$ cat config.mk
export PLATFORM = sky130hd
export DESIGN_NAME = yakbd_ps2_rx
export DESIGN_NICKNAME = d
export VERILOG_FILES = /design/src/rtl/yakbd_ps2_rx.sv
export SDC_FILE = /design/constraint.sdc
export NUM_CORES = 1
export LEC_CHECK = 0
export CORE_UTILIZATION = 61
export DETAILED_ROUTE_END_ITERATION = 10
export PLACE_DENSITY_LB_ADDON = 0.3
export SLEW_MARGIN = 20
export SYNTH_ARGS = -nofsm -noshare
export SYNTH_HDL_FRONTEND = slang
export SYNTH_SLANG_ARGS = --single-unit
$ cat constraint.sdc
create_clock -name clk -period 3.65 [get_ports clk]
set_input_delay 0.365 -clock clk [delete_from_list [all_inputs] [get_ports clk]]
set_output_delay 0.365 -clock clk [all_outputs]
set_load 0.02 [all_outputs]
$ cat src/rtl/yakbd_ps2_rx.sv
// yakbd PS/2 receiver: line sync, frame deserialiser,
// prefix decoder, modifier tracking and event FIFO.
module yakbd_ps2_rx #(
  parameter int FIFO_DEPTH  = 8,
  parameter int TIMEOUT_CYC = 5000
) (
  input  logic       clk,
  input  logic       rst,
  input  logic       ps2_clk,
  input  logic       ps2_data,
  input  logic       code_ready,
  output logic       code_valid,
  output logic [7:0] pscode,
  output logic       shift,
  output logic       ctrl,
  output logic       frame_err,
  output logic       overflow
);

  localparam int AW = $clog2(FIFO_DEPTH);
  localparam int TW = $clog2(TIMEOUT_CYC + 1);
  localparam logic [AW:0]   C_FULL = (AW+1)'(FIFO_DEPTH);
  localparam logic [TW-1:0] C_TMO  = TW'(TIMEOUT_CYC);

  typedef enum logic [1:0] {
    RX_IDLE, RX_DATA, RX_PAR, RX_STOP
  } rx_t;

  typedef enum logic [1:0] {
    DC_BASE, DC_EXT, DC_BRK, DC_EBRK
  } dc_t;

  logic          r_ck1, r_ck2, r_ck3;
  logic          r_dt1, r_dt2;
  logic          w_fall, w_bit;
  logic [TW-1:0] r_idle;
  logic          w_tmo;
  rx_t           r_rx, w_rx_nxt;
  logic [7:0]    r_shreg;
  logic [2:0]    r_bcnt;
  logic          r_par;
  logic          w_good, w_stb, w_err;
  logic          r_stb, r_ferr;
  logic [7:0]    r_byte;
  dc_t           r_dc, w_dc_nxt;
  logic          w_ign, w_e0, w_f0;
  logic          w_evt, w_ext, w_brk;
  logic          r_lsh, r_rsh, r_lct, r_rct;
  logic          w_mod, w_push;
  logic [9:0]    r_mem [FIFO_DEPTH];
  logic [AW-1:0] r_wp, r_rp;
  logic [AW:0]   r_cnt;
  logic          w_full, w_pop, w_wr;
  logic          r_ovf;
  logic [9:0]    w_head;

  // Resynchronise both lines; idle level is high
  always_ff @(posedge clk) begin
    if (rst) begin
      r_ck1 <= 1'b1; r_ck2 <= 1'b1; r_ck3 <= 1'b1;
      r_dt1 <= 1'b1; r_dt2 <= 1'b1;
    end else begin
      r_ck1 <= ps2_clk; r_ck2 <= r_ck1; r_ck3 <= r_ck2;
      r_dt1 <= ps2_data; r_dt2 <= r_dt1;
    end
  end

  // PS/2 clock went high-to-low: sample data now
  assign w_fall = r_ck3 & ~r_ck2;
  assign w_bit  = r_dt2;

  // Cycles since the last PS/2 clock edge, saturating
  always_ff @(posedge clk) begin
    if (rst || w_fall) r_idle <= '0;
    else if (r_idle != C_TMO) r_idle <= r_idle + TW'(1);
  end

  assign w_tmo = (r_rx != RX_IDLE) &&
                 (r_idle == C_TMO) && !w_fall;

  // Receiver state register
  always_ff @(posedge clk) begin
    if (rst) r_rx <= RX_IDLE;
    else     r_rx <= w_rx_nxt;
  end

  // Receiver next state; a stalled frame is abandoned
  always_comb begin
    w_rx_nxt = r_rx;
    if (w_tmo) w_rx_nxt = RX_IDLE;
    else if (w_fall) begin
      case (r_rx)
        RX_IDLE: if (!w_bit) w_rx_nxt = RX_DATA;
        RX_DATA: if (r_bcnt == 3'd7) w_rx_nxt = RX_PAR;
        RX_PAR:  w_rx_nxt = RX_STOP;
        default: w_rx_nxt = RX_IDLE;
      endcase
    end
  end

  // Receiver outputs: good byte strobe or frame error
  always_comb begin
    w_good = w_bit & (^r_shreg ^ r_par);
    w_stb  = (r_rx == RX_STOP) & w_fall & w_good;
    w_err  = w_tmo |
             ((r_rx == RX_STOP) & w_fall & ~w_good);
  end

  // Shift register, bit counter and parity capture
  always_ff @(posedge clk) begin
    if (rst) begin
      r_shreg <= '0;
      r_bcnt  <= '0;
      r_par   <= 1'b0;
    end else if (w_fall) begin
      case (r_rx)
        RX_IDLE: r_bcnt <= '0;
        RX_DATA: begin
          r_shreg <= {w_bit, r_shreg[7:1]};
          r_bcnt  <= r_bcnt + 3'd1;
        end
        RX_PAR:  r_par <= w_bit;
        default: ;
      endcase
    end
  end

  // Register the byte strobe and error pulse
  always_ff @(posedge clk) begin
    if (rst) begin
      r_stb  <= 1'b0;
      r_ferr <= 1'b0;
      r_byte <= '0;
    end else begin
      r_stb  <= w_stb;
      r_ferr <= w_err;
      if (w_stb) r_byte <= r_shreg;
    end
  end

  assign w_ign = r_byte inside {8'hE1, 8'hAA,
                 8'hFA, 8'hEE, 8'hFC, 8'hFE,
                 8'h00, 8'hFF};
  assign w_e0  = (r_byte == 8'hE0);
  assign w_f0  = (r_byte == 8'hF0);

  // Decoder state register
  always_ff @(posedge clk) begin
    if (rst) r_dc <= DC_BASE;
    else     r_dc <= w_dc_nxt;
  end

  // Decoder next state: prefixes accumulate, codes end
  always_comb begin
    w_dc_nxt = r_dc;
    if (r_stb && !w_ign) begin
      if (w_e0) begin
        if (r_dc == DC_BASE) w_dc_nxt = DC_EXT;
      end else if (w_f0) begin
        if (r_dc == DC_BASE) w_dc_nxt = DC_BRK;
        if (r_dc == DC_EXT)  w_dc_nxt = DC_EBRK;
      end else begin
        w_dc_nxt = DC_BASE;
      end
    end
  end

  // Decoder outputs: completed event and its flavour
  always_comb begin
    w_evt = r_stb & ~w_ign & ~w_e0 & ~w_f0;
    w_ext = (r_dc == DC_EXT) | (r_dc == DC_EBRK);
    w_brk = (r_dc == DC_BRK) | (r_dc == DC_EBRK);
  end

  // Modifier flags: make sets, break clears
  always_ff @(posedge clk) begin
    if (rst) begin
      r_lsh <= 1'b0; r_rsh <= 1'b0;
      r_lct <= 1'b0; r_rct <= 1'b0;
    end else if (w_evt) begin
      if (r_byte == 8'h12 && !w_ext) r_lsh <= ~w_brk;
      if (r_byte == 8'h59)           r_rsh <= ~w_brk;
      if (r_byte == 8'h14 && !w_ext) r_lct <= ~w_brk;
      if (r_byte == 8'h14 &&  w_ext) r_rct <= ~w_brk;
    end
  end

  // E0 12 (fake shift) also falls in the modifier set
  assign w_mod  = (r_byte == 8'h12) |
                  (r_byte == 8'h59) |
                  (r_byte == 8'h14);
  assign w_push = w_evt & ~w_brk & ~w_mod;

  assign w_full = (r_cnt == C_FULL);
  assign w_pop  = code_valid & code_ready;
  assign w_wr   = w_push & (~w_full | w_pop);

  // Event storage; modifier state rides with each code
  always_ff @(posedge clk) begin
    if (w_wr)
      r_mem[r_wp] <= {r_lct | r_rct,
                      r_lsh | r_rsh, r_byte};
  end

  // FIFO pointers, occupancy and overflow pulse
  always_ff @(posedge clk) begin
    if (rst) begin
      r_wp  <= '0;
      r_rp  <= '0;
      r_cnt <= '0;
      r_ovf <= 1'b0;
    end else begin
      if (w_wr)  r_wp <= r_wp + AW'(1);
      if (w_pop) r_rp <= r_rp + AW'(1);
      case ({w_wr, w_pop})
        2'b10:   r_cnt <= r_cnt + (AW+1)'(1);
        2'b01:   r_cnt <= r_cnt - (AW+1)'(1);
        default: ;
      endcase
      r_ovf <= w_push & w_full & ~w_pop;
    end
  end

  assign w_head     = r_mem[r_rp];
  assign code_valid = (r_cnt != '0);
  assign pscode     = code_valid ? w_head[7:0] : '0;
  assign shift      = code_valid & w_head[8];
  assign ctrl       = code_valid & w_head[9];
  assign frame_err  = r_ferr;
  assign overflow   = r_ovf;

endmodule

==> impl_metrics.tcl <==
set metrics [dict create \
    synth_edf_count 80 \
    path_class "reg -> reg" \
    combPwrFrac_pct 7.4 \
    clkTransAtPathRegs_ns 0.06 \
    slew_headroom_pct 52.7 \
    status "finished clean" \
    tightest_slew_ns 0.708 \
    setup_slack_ns 0.576 \
    layout-drive-gt1-share_pct 17.0 \
    drv_cap 0 \
    gp_congestion 0.850 \
    antenna_cells 0 \
    fin_nets 500 \
    hold_slack_ns 0.408 \
    ys.flop_type "edfxtp_1" \
    port-buffer-count 17 \
    critPathLaunchType "flip-flop" \
    worst_setup_path_end_kind "flip-flop" \
    antenna_found_initial 0 \
    fmax_mhz 325 \
    clockBufferDepth 2 \
    hpwlAfterDp_microns 6690 \
    setup_tns_ns 0 \
    grt_max_degree 35 \
    syn_avg_cell_area_sq_um 13.1 \
    cts_buffers 17 \
    cts_resized 0 \
    crit_required_ns 4.05 \
    place_area_sq_um 6330 \
    seq_area_frac_synth_pct 61.2 \
    synthDistinctLibCells 53 \
    grt_pass1_wl_microns 18300 \
    vias 3520 \
    ios 18 \
    rsz0062_at_grt "false" \
    wirelength_microns 11000 \
    vias_per_cell 5.64 \
    finalCritPeriodShare_pct 84.2 \
    synth_warnings 0 \
    drtPass1Iterations 5 \
    worstPathMaxFanout 17 \
    area_delta_synth_final_pct 15.7 \
    synthCells 455 \
    drtAntennaViolNets 0 \
    synth_nets 473 \
    total_power_mw 3.58 \
    cp.arrival_ns 3.47 \
    p_sw_mw 0.796 \
    p_seq_share_pct 47.4 \
    grt-ovfl-total 0 \
    final.min_clock_period_ns 3.07 \
    setup_viol 0 \
    p_int_mw 2.78 \
    hold_buffers 0 \
    cts_tree "built" \
    place_ws_ns 0.639 \
    drv_slew 0 \
    final_area_sq_um 6890 \
    cts_setup_buffers 0 \
    p_per_area_nw_per_um2 520 \
    clockRootBuffer "clkbuf_8" \
    async_reset_ff_share_pct 0 \
    fp.dieW_microns 101 \
    worst_clock_skew_ns 0.0143 \
    wl_per_cell_microns 17.7 \
    track_usage_pct 24.5 \
    syn_area_sq_um 5960 \
    drc 0 \
    fp.dieH_microns 101 \
    core_sq_um 9370 \
    switching_share_pct 22.2 \
    hold_class "in -> reg" \
    grt_pass1_vias 3605 \
    dieArea_sq_um 10200 \
    instances_no_fill 624 \
    drtIter0Drc 218 \
    synth-seq-cells 142 \
    rows 35 \
    ir_drop_v 0.000280 \
    utilization_pct 73.5 \
    cellLeakagePower_nw 2.41 \
    htreeDepth 4 \
    hold_violations 0 \
    clkPwrFrac_pct 45.2 \
    dp.cells 592 \
    initial_utilization_pct 63.6 \
    insertion_delay_ns 0.52 \
    clock-sinks 142 \
]
==> Yosys cell counts (6+ instances only) <==
cell type / count / share of area, %
edfxtp_1: 80 / 40
dfxtp_1: 62 / 21
nor2_1: 56 / 3.5
nand2_1: 34 / 2.1
mux2i_1: 21 / 3.5
mux4_2: 20 / 7.6
a21oi_1: 19 / 1.6
xor2_1: 14 / 2.1
ha_1: 12 / 2.5
inv_1: 12 / 0.76
clkbuf_1: 11 / 0.69
nand3_1: 11 / 0.92
xnor2_1: 10 / 1.5
nor3_1: 8 / 0.67
or2_2: 8 / 0.84
nor2b_1: 7 / 0.73
buf_2: 6 / 0.50
nor4_1: 6 / 0.63
==> cells by family after synthesis <==
group | after synthesis | share of synthesized area (%)
buffers and inverters | 34 | 2.52
DFF | 142 | 61.2
muxes | 46 | 12.0
xor gates and xnor gates | 25 | 3.91
and+or+nand+nor | 157 | 13.0
AOI/OAI and AO/OA | 38 | 4.49
adders and majority gates | 13 | 2.86
==> path summary, 6_finish.rpt <==
kind / cells past startpoint / from / to / slack, ns
min: 2 / ps2_clk / r_ck1 / 0.41
min reg2reg: 1 / r_ck1 / r_ck2 / 0.42
max reg2reg: 12 / r_byte[2] / r_cnt[3] / 0.58
max: 12 / r_byte[2] / r_cnt[3] / 0.58
==> layout by cell type, fill, tap and decap left out, types with 14 or more instances in the layout <==
cell / n
edfxtp_1: 80
dfxtp_1: 62
nor2_1: 56
nand2_1: 34
mux2i_1: 21
mux4_2: 20
a21oi_1: 19
clkdlybuf4s50_1: 17
clkbuf_16: 16
xor2_1: 14
==> layer usage <==
metal	global-route usage [%]	vias up	routed length, microns
met1	30.7	1730	4880
met2	41.3	70	5610
met4	9.36	0	153
li1	-	1708	-
met5	0	-	0
met3	5.83	12	406
==> critical path: stages (launching register included) <==
cell and delay, ns:
dfxtp_1 0.73, xor2_1 0.20, o2bb2ai_1 0.16, a221oi_4 0.43, nand2_2 0.12, nand2_2 0.11, inv_2 0.06, ha_1 0.26
a21o_1 0.13, a21o_1 0.13, nand3_1 0.07, o2bb2ai_1 0.21, mux2_1 0.35
==> flip-flops by register name, indices dropped and copies added, names as in the netlist, 2 cells and up, named ones only <==
name / cells
r_wp: 3
r_rp: 3
r_rx: 2
r_idle: 13
r_byte: 8
r_mem: 80
r_bcnt: 3
r_cnt: 4
r_dc: 2
r_shreg: 8
==> power groups by stage <==
| stage | Combinational, mW | Sequential [mW] | Clock, mW |
|---|---|---|---|
| final | 0.265 | 1.70 | 1.62 |
| after detailed placement | 0.266 | 1.73 | 0 |
| after global routing | 0.288 | 1.70 | 1.70 |
| after CTS | 0.269 | 1.70 | 1.64 |
| after floorplan | 0.180 | 1.73 | 0 |
| after global placement | 0.263 | 1.73 | 0 |
==> cell type report <==
cell class                 count  area (sq um)
clock buffer                  19           422
clock inverter                13           141
fill                         623          2480
inverter                      13          48.8
multi-input combinational    279          2200
sequential                   142          3640
tap                          129           161
timing repair buffer          29           273
Power figures use the tool's default switching activity.
